File: config.mk
export PLATFORM = sky130hd
export DESIGN_NAME = divide_unit
export DESIGN_NICKNAME = d
export VERILOG_FILES = /design/src/rtl/divide_unit.sv
export SDC_FILE = /design/constraint.sdc
export NUM_CORES = 1
export LEC_CHECK = 0
export CORE_ASPECT_RATIO = 0.8
export CORE_MARGIN = 2
export CORE_UTILIZATION = 50
export DETAILED_ROUTE_END_ITERATION = 12
export GPL_ROUTABILITY_DRIVEN = 0
export PLACE_DENSITY_LB_ADDON = 0.3
export SLEW_MARGIN = 25
export SYNTH_ARGS = -nofsm -noshare
export SYNTH_HDL_FRONTEND = slang
export SYNTH_SLANG_ARGS = --single-unit
File: constraint.sdc
create_clock -name SYS_clk -period 7.05 [get_ports SYS_clk]
set_input_delay 1.7625 -clock SYS_clk [delete_from_list [all_inputs] [get_ports SYS_clk]]
set_output_delay 1.7625 -clock SYS_clk [all_outputs]
set_load 0.01 [all_outputs]
File: src/rtl/divide_unit.sv
// Radix-2 restoring divider for RV32M div/divu/rem/remu: one quotient bit per cycle,
// 32 cycles accept-to-done for normal ops, 1 cycle for divide-by-zero and signed overflow.
module divide_unit (
  input  logic        SYS_clk,
  input  logic        SYS_reset,
  input  logic        DIV_start,
  input  logic        DIV_cancel,
  input  logic [1:0]  DIV_op,
  input  logic [31:0] DIV_dividend,
  input  logic [31:0] DIV_divisor,
  output logic        DIV_busy,
  output logic        DIV_done,
  output logic [31:0] DIV_result
);

  typedef enum logic [1:0] {S_IDLE = 2'd0, S_RUN = 2'd1, S_DONE = 2'd2} state_t;

  state_t      state_q, state_d;
  logic [1:0]  op_q, op_d;
  logic [32:0] rem_q, rem_d;
  logic [31:0] quo_q, quo_d;
  logic [31:0] dsr_q, dsr_d;
  logic [31:0] res_q, res_d;
  logic [4:0]  cnt_q, cnt_d;
  logic        qneg_q, qneg_d;
  logic        rneg_q, rneg_d;

  logic        is_signed;
  logic [31:0] a_mag, b_mag;
  logic        div_zero, ovf;
  logic [32:0] shifted;
  logic [33:0] diff;
  logic        no_borrow;
  logic [32:0] rem_nx;
  logic [31:0] quo_nx;
  logic [31:0] q_fix, r_fix;
  logic        unused_bits;

  // Magnitudes for signed ops; 0x80000000 negates to itself, i.e. unsigned 2^31.
  assign is_signed = ~DIV_op[0];
  assign a_mag     = (is_signed && DIV_dividend[31]) ? (32'd0 - DIV_dividend) : DIV_dividend;
  assign b_mag     = (is_signed && DIV_divisor[31])  ? (32'd0 - DIV_divisor)  : DIV_divisor;
  assign div_zero  = (DIV_divisor == 32'd0);
  assign ovf       = is_signed && (DIV_dividend == 32'h8000_0000) && (DIV_divisor == 32'hFFFF_FFFF);

  assign shifted   = {rem_q[31:0], quo_q[31]};
  assign diff      = {1'b0, shifted} - {2'b00, dsr_q};
  assign no_borrow = ~diff[33];
  assign rem_nx    = no_borrow ? diff[32:0] : shifted;
  assign quo_nx    = {quo_q[30:0], no_borrow};

  assign q_fix = (qneg_q && !op_q[0]) ? (32'd0 - quo_nx)       : quo_nx;
  assign r_fix = (rneg_q && !op_q[0]) ? (32'd0 - rem_nx[31:0]) : rem_nx[31:0];

  // The kept remainder is always below the divisor, so its top bit stays zero.
  assign unused_bits = ^{rem_q[32], rem_nx[32]};

  always_comb begin
    state_d = state_q;
    op_d    = op_q;
    rem_d   = rem_q;
    quo_d   = quo_q;
    dsr_d   = dsr_q;
    res_d   = res_q;
    cnt_d   = cnt_q;
    qneg_d  = qneg_q;
    rneg_d  = rneg_q;
    case (state_q)
      S_IDLE: begin
        if (DIV_start && !DIV_cancel) begin
          op_d   = DIV_op;
          qneg_d = DIV_dividend[31] ^ DIV_divisor[31];
          rneg_d = DIV_dividend[31];
          cnt_d  = 5'd0;
          if (div_zero) begin
            res_d   = DIV_op[1] ? DIV_dividend : 32'hFFFF_FFFF;
            state_d = S_DONE;
          end else if (ovf) begin
            res_d   = DIV_op[1] ? 32'd0 : 32'h8000_0000;
            state_d = S_DONE;
          end else begin
            rem_d   = 33'd0;
            quo_d   = a_mag;
            dsr_d   = b_mag;
            state_d = S_RUN;
          end
        end
      end
      S_RUN: begin
        if (DIV_cancel) begin
          state_d = S_IDLE;
        end else begin
          rem_d = rem_nx;
          quo_d = quo_nx;
          cnt_d = cnt_q + 5'd1;
          if (cnt_q == 5'd31) begin
            res_d   = op_q[1] ? r_fix : q_fix;
            state_d = S_DONE;
          end
        end
      end
      S_DONE:  state_d = S_IDLE;
      default: state_d = S_IDLE;
    endcase
  end

  always_ff @(posedge SYS_clk or posedge SYS_reset) begin
    if (SYS_reset) begin
      state_q <= S_IDLE;
      op_q    <= 2'd0;
      rem_q   <= 33'd0;
      quo_q   <= 32'd0;
      dsr_q   <= 32'd0;
      res_q   <= 32'd0;
      cnt_q   <= 5'd0;
      qneg_q  <= 1'b0;
      rneg_q  <= 1'b0;
    end else begin
      state_q <= state_d;
      op_q    <= op_d;
      rem_q   <= rem_d;
      quo_q   <= quo_d;
      dsr_q   <= dsr_d;
      res_q   <= res_d;
      cnt_q   <= cnt_d;
      qneg_q  <= qneg_d;
      rneg_q  <= rneg_d;
    end
  end

  assign DIV_busy   = (state_q != S_IDLE);
  assign DIV_done   = (state_q == S_DONE);
  assign DIV_result = res_q;

endmodule

==> impl_metrics.toml, run 1 <==
[worst_setup_path]
critical_path_class = "reg -> reg"
critPathSlowestCell = "o41ai_2"
crit_required_ns = 7.38
worst_setup_path_end_kind = "register"
r2r_start = "rem_q[8]"
path_cells = "ha_1, nand4_1, nor3_1, o21ai_1, a311o_2, nand2_8, nand2_1, o21ai_0, ha_1, nand2_1, nor3_1, nand3_1, o41ai_2, nand4_1, o31ai_2, xor2_1, a211oi_1, a311o_1"
r2r_slack_ns = 1.06
crit_fanout = 46
crit_path_start_kind = "register"
r2r_cells = 18
max_stage_delay_ns = 0.70
worst-endpoint-arrival_ns = 6.31
r2r-end = "DIV_result[28]"

[placement]
placed_cells = 1890
port_buffers = 103
pre_cts_ws_ns = 0.986
dpl.hpwl_um = 25600

[floorplan]
core-area_sq_um = 23300
fp.dieW_um = 176
die_h_um = 141
rows = 50
design.die.area_sq_um = 24800
initial_core_util_pct = 50.7
ios = 104

[cells_and_area]
layout-drive-gt1-share_pct = 5.41
nNetsFinal = 1707
nFillCells = 2126
syn2layout_area_growth_pct = 16.3
final_cells = 1921
antenna_cells = 0

[synthesis]
yosysMostFrequentCell = "nand2_1"
avgSynthCellArea_sq_um = 7.63
synth_warnings = 0
syn-cell-area_sq_um = 11800
synth.distinct_cells = 84
synth.net_count = 1654
ys_seq_elements = 139
yosysTopAreaCellShare_pct = 29.5
synth_area_leaders = "dfrtp_1 (30%), o21ai_0 (7.5%), a21oi_1 (6.0%), xnor2_1 (5.9%), nand2_1 (5.7%)"
synth_cells = 1544
synth_seq_area_share_pct = 29.5
ys.flop_type = "dfrtp_1"
synth_edf_count = 0
yosys.area.top_type = "dfrtp_1"
synth_common_cells = "nand2_1 (179), o21ai_0 (177), nor2_1 (155), a21oi_1 (142), dfrtp_1 (139)"
synthArstFlopShare_pct = 100

[drt]
dr.pass1.iters = 5
wl_per_cell_um = 18.3
drc = 0
drt_iter0_drc = 1108
wl_um = 35200
viasPerCell = 6.21
ant_nets = 0
vias = 11900

[clocking]
clockBufferDepth = 2
ctsRootBufferMaster = "clkbuf_16"
post_cts_buffers = 0
cts_sinks = 139
clock_latency_ns = 0.45
h-tree-depth = 4
cts_tree = "yes"
postCtsHoldBufs = 0
cts_resized = 0
cts.clk_slew.worst_paths_ns = 0.06
cts_buffers = 17

[timing]
max_freq_mhz = 167
setup_viol = 0
worst_slew_pin_slew_ns = 1.01
timing.slew.headroom_pct = 32.8
fin_ws_ns = 1.06
post-route-period-util_pct = 84.9
finalClockSkew_ns = 0.0131
fin_tns_setup_ns = 0
post-route-min-period_ns = 5.99
finalHoldViolCount = 0
maxSlewViolCount = 0
rsz0062_at_grt = "no"

[outcome]
status = "finished clean"

[power_and_ir_drop]
cellPowerDensity_nw_per_um2 = 405
ir_worst_vdd_uv = 286
p_leak_nw = 5.46

[hold_path]
hp-class = "reg -> reg"
hold_end = "DIV_result[15]"
whs_path_depth = 1
worst_hold_startpoint = "DIV_result[15]"

[grt]
grt-ovfl-total = 0
grt_first_pass_wirelength_um = 57400
grt_max_degree = 94
grt_use_total_pct = 28.7
grt_pass1_vias = 11200
antenna_found_initial = 0

[run]
maxCapViolCount = 0
worst max path at each step:
stage,cells after the start,startpoint,slack [ns],end
after floorplan,1,SYS_reset,1.56,DIV_result[0]
after global placement,13,DIV_dividend[8],1.05,DIV_result[19]
after detailed placement,13,DIV_dividend[8],0.99,DIV_result[25]
after CTS,18,rem_q[5],1.19,DIV_result[28]
after global routing,18,rem_q[5],0.46,DIV_result[28]
final,18,rem_q[8],1.06,DIV_result[28]
critical path, delay by kind of cell (launching register included):
| family | cells | cell delay [ns] |
|---|---|---|
| XOR/XNOR | 1 | 0.18 |
| AND/OR/NAND/NOR | 8 | 2.01 |
| adder cells (fa/ha/maj) | 2 | 0.75 |
| AO/OA/AOI/OAI | 7 | 2.44 |
| flip-flops | 1 | 0.46 |
report_power, final:
group / total, mW / switching, mW / internal (mW)
combinational: 3.30 / 2.07 / 1.23
sequential: 1.17 / 0.205 / 0.960
clock: 1.08 / 0.373 / 0.709
per-layer routing:
metal	wire length [um]	global-route usage, %	up-vias
li1	-	-	5679
met1	15800	39.7	5675
met2	15900	45.3	489
met3	2510	5.12	79
met4	1010	10.4	0
met5	0	0	-
metrics by stage:
stage	util [%]	hold WS (ns)	area [sq um]	power [mW]
after CTS	58.9	0.509	13700	5.50
final	58.9	0.507	13700	5.55
after floorplan	-	0.473	11800	3.65
after detailed placement	56.0	0.496	13000	4.39
after global placement	55.9	0.487	13000	4.33
after global routing	58.9	0.522	13700	5.95
state kept, by name, indices dropped and copies added, names as in the netlist:
register and flops:
quo_q 32, DIV_result 32, cnt_q 5, state_q 2, rneg_q 1, qneg_q 1, dsr_q 32, rem_q 32
op_q 2
final cells by class:
type	instances	area [sq um]	share of cell area, %
Timing Repair Buffer	120	1170	8.54
Clock buffer	21	450	3.28
Inverter	53	204	1.49
Clock inverter	10	236	1.72
Tap cell	312	390	2.85
Multi-Input combinational cell	1266	7780	56.8
Sequential cell	139	3480	25.4
placed cells by master (no fill, tap or decap), types with 14 or more instances in the layout:
master             n
nor2_1           153
nand3_1           26
buf_4             16
mux2i_1           19
inv_1             51
a31oi_1           27
xor2_1            50
o21ai_0          177
ha_1              39
clkdlybuf4s50_1  103
nor3_1            39
or3_1             22
nand4_1           22
nand2_1          179
o21a_1            16
nor2b_1           14
o211ai_1          31
a21oi_1          142
dfrtp_1          139
xnor2_1           80
clkbuf_16         17
nor4_1            16
o31ai_1           30
logic make-up after synthesis:
group	after synthesis	synth area share, %
AND/OR/NAND/NOR	542	21.6
AO/OA/AOI/OAI	526	27.7
buffers and inverters	139	4.71
flip-flops	139	29.5
XOR/XNOR	130	9.66
adder cells (fa/ha/maj)	40	4.31
multiplexers	28	2.51
Power figures use the tool's default switching activity.
==> run 2, diff against run 1 <==
==> constraint.sdc (replaced) <==
create_clock -name SYS_clk -period 5.8 [get_ports SYS_clk]
set_input_delay 1.45 -clock SYS_clk [delete_from_list [all_inputs] [get_ports SYS_clk]]
set_output_delay 1.45 -clock SYS_clk [all_outputs]
set_load 0.01 [all_outputs]
==> run 2 against run 1 <==
Against the previous run:
- clock skew grew 0.0019 ns
- design area fell by 0.50%
- flip-flop and latch count is the same
==> impl_metrics.toml, run 2 (same netlist as run 1, synthesis figures left out) <==
[timing]
rsz0062_at_grt = "no"
post-route-min-period_ns = 5.41
finalClockSkew_ns = 0.0149
timing.slew.headroom_pct = 36.5
finalHoldViolCount = 0
worst_slew_pin_slew_ns = 0.952
maxSlewViolCount = 0
post-route-period-util_pct = 93.2
fin_tns_setup_ns = 0
fin_ws_ns = 0.394
setup_viol = 0
max_freq_mhz = 185

[power_and_ir_drop]
ir_worst_vdd_uv = 284
p_leak_nw = 5.41
total_power_mw = 6.60
cellPowerDensity_nw_per_um2 = 484

[clocking]
ctsRootBufferMaster = "clkbuf_16"
post_cts_buffers = 0
cts_tree = "yes"
cts_sinks = 139
clock_latency_ns = 0.44
cts_resized = 0
cts_buffers = 17
clockBufferDepth = 2
postCtsHoldBufs = 0
h-tree-depth = 4
cts.clk_slew.worst_paths_ns = 0.06

[grt]
grt_use_total_pct = 28.6
grt_max_degree = 103
antenna_found_initial = 0
grt-ovfl-total = 0
grt_first_pass_wirelength_um = 57400
grt_pass1_vias = 11100

[drt]
viasPerCell = 6.18
wl_um = 34900
ant_nets = 0
dr.pass1.iters = 8
vias = 11900
drt_iter0_drc = 1264
drc = 0
wl_per_cell_um = 18.1

[worst_setup_path]
path_cells = "ha_1, a21oi_4, o21ai_2, a21oi_1, a311o_2, nand2_8, o21ai_0, ha_1, nand2_1, nor3_1, nand3_1, o41ai_2, buf_4, nand4_1, o31ai_2, xor2_1, a211oi_1, a311o_1"
crit_required_ns = 6.12
max_stage_delay_ns = 0.49
cp_top_family = "compound AO/OA/AOI/OAI gates"
crit_path_frequent_cell = "ha_1"
critical_path_class = "reg -> reg"
critPathSlowestCell = "ha_1"
crit_buf_inv = 1
worst_setup_path_end_kind = "register"
crit_path_start_kind = "register"
crit_fanout = 22
worst-endpoint-arrival_ns = 5.72

[outcome]
status = "finished clean"

[hold_path]
hp-class = "reg -> reg"

[cells_and_area]
final_common_cell = "nand2_1"
final_cell_mix = "nand2_1 (179), o21ai_0 (177), nor2_1 (154)"
postLayoutCellArea_sq_um = 13600
nFillCells = 2118
final_cells = 1924
layout-drive-gt1-share_pct = 5.52
nNetsFinal = 1709
syn2layout_area_growth_pct = 15.8
antenna_cells = 0

[placement]
placed_cells = 1892
pre_cts_ws_ns = 0.201
place_area_sq_um = 13100
port_buffers = 103
dpl.hpwl_um = 25600

[run]
maxCapViolCount = 0

[floorplan]
rows = 50
fp.dieW_um = 176
die_h_um = 141
core-area_sq_um = 23300
design.die.area_sq_um = 24800
ios = 104
initial_core_util_pct = 50.7
## run 2: changes by cell type in the layout (fill, tap and decap cells not counted)
| cell | previous run | this run |
|---|---|---|
| buf_12 | 1 | 3 |
| nor2_2 | 1 | 0 |
| nor2_1 | 153 | 154 |
| clkinv_4 | 2 | 3 |
| inv_8 | 0 | 1 |
| bufinv_16 | 7 | 2 |
| clkinvlp_4 | 0 | 5 |
| clkbuf_8 | 1 | 0 |
## run 2: cell type report
cell class,instances,area (sq um),share of cell area [%]
clock buffers,20,437,3.20
clock inverters,12,141,1.04
inverters,53,206,1.51
multi-input cells,1266,7780,57.0
flip-flops and latches,139,3480,25.5
well taps,312,390,2.86
repair buffers,122,1210,8.88
## run 2: routing by layer
metal  vias to the layer above  wire [um]  share of wire (%)  GRT usage, %
met4                         0       1040                3.0          9.61
met1                      5639      15600                 45          40.7
met3                        84       2620                7.5          4.93
met5                         -          0                  0             0
met2                       495      15600                 45          44.1
li1                       5671          -                  -             -
## run 2: path summary, 6_finish.rpt
check                               start        endpoint  slack [ns]  depth (start not counted)
setup / recovery                 rem_q[5]  DIV_result[28]        0.39                         18
hold reg to reg            DIV_result[15]  DIV_result[15]        0.49                          1
setup reg to reg                 rem_q[5]  DIV_result[28]        0.39                         18
min in group asynchronous       SYS_reset   DIV_result[3]        1.53                          2
max in group asynchronous       SYS_reset       dsr_q[22]        3.30                          3
hold / removal             DIV_result[15]  DIV_result[15]        0.49                          1
## run 2: power breakdown
part	switching (mW)	internal, mW
sequential	0.244	1.17
clock	0.471	0.637
combinational	2.56	1.53
total	3.27	3.33
## run 2: metrics by stage
stage	utilization [%]	hold WS (ns)
2_1_floorplan	-	0.473
3_3_place_gp	56.1	0.482
3_5_place_dp	56.1	0.480
4_1_cts	58.6	0.495
5_1_grt	58.6	0.513
6_report	58.6	0.493
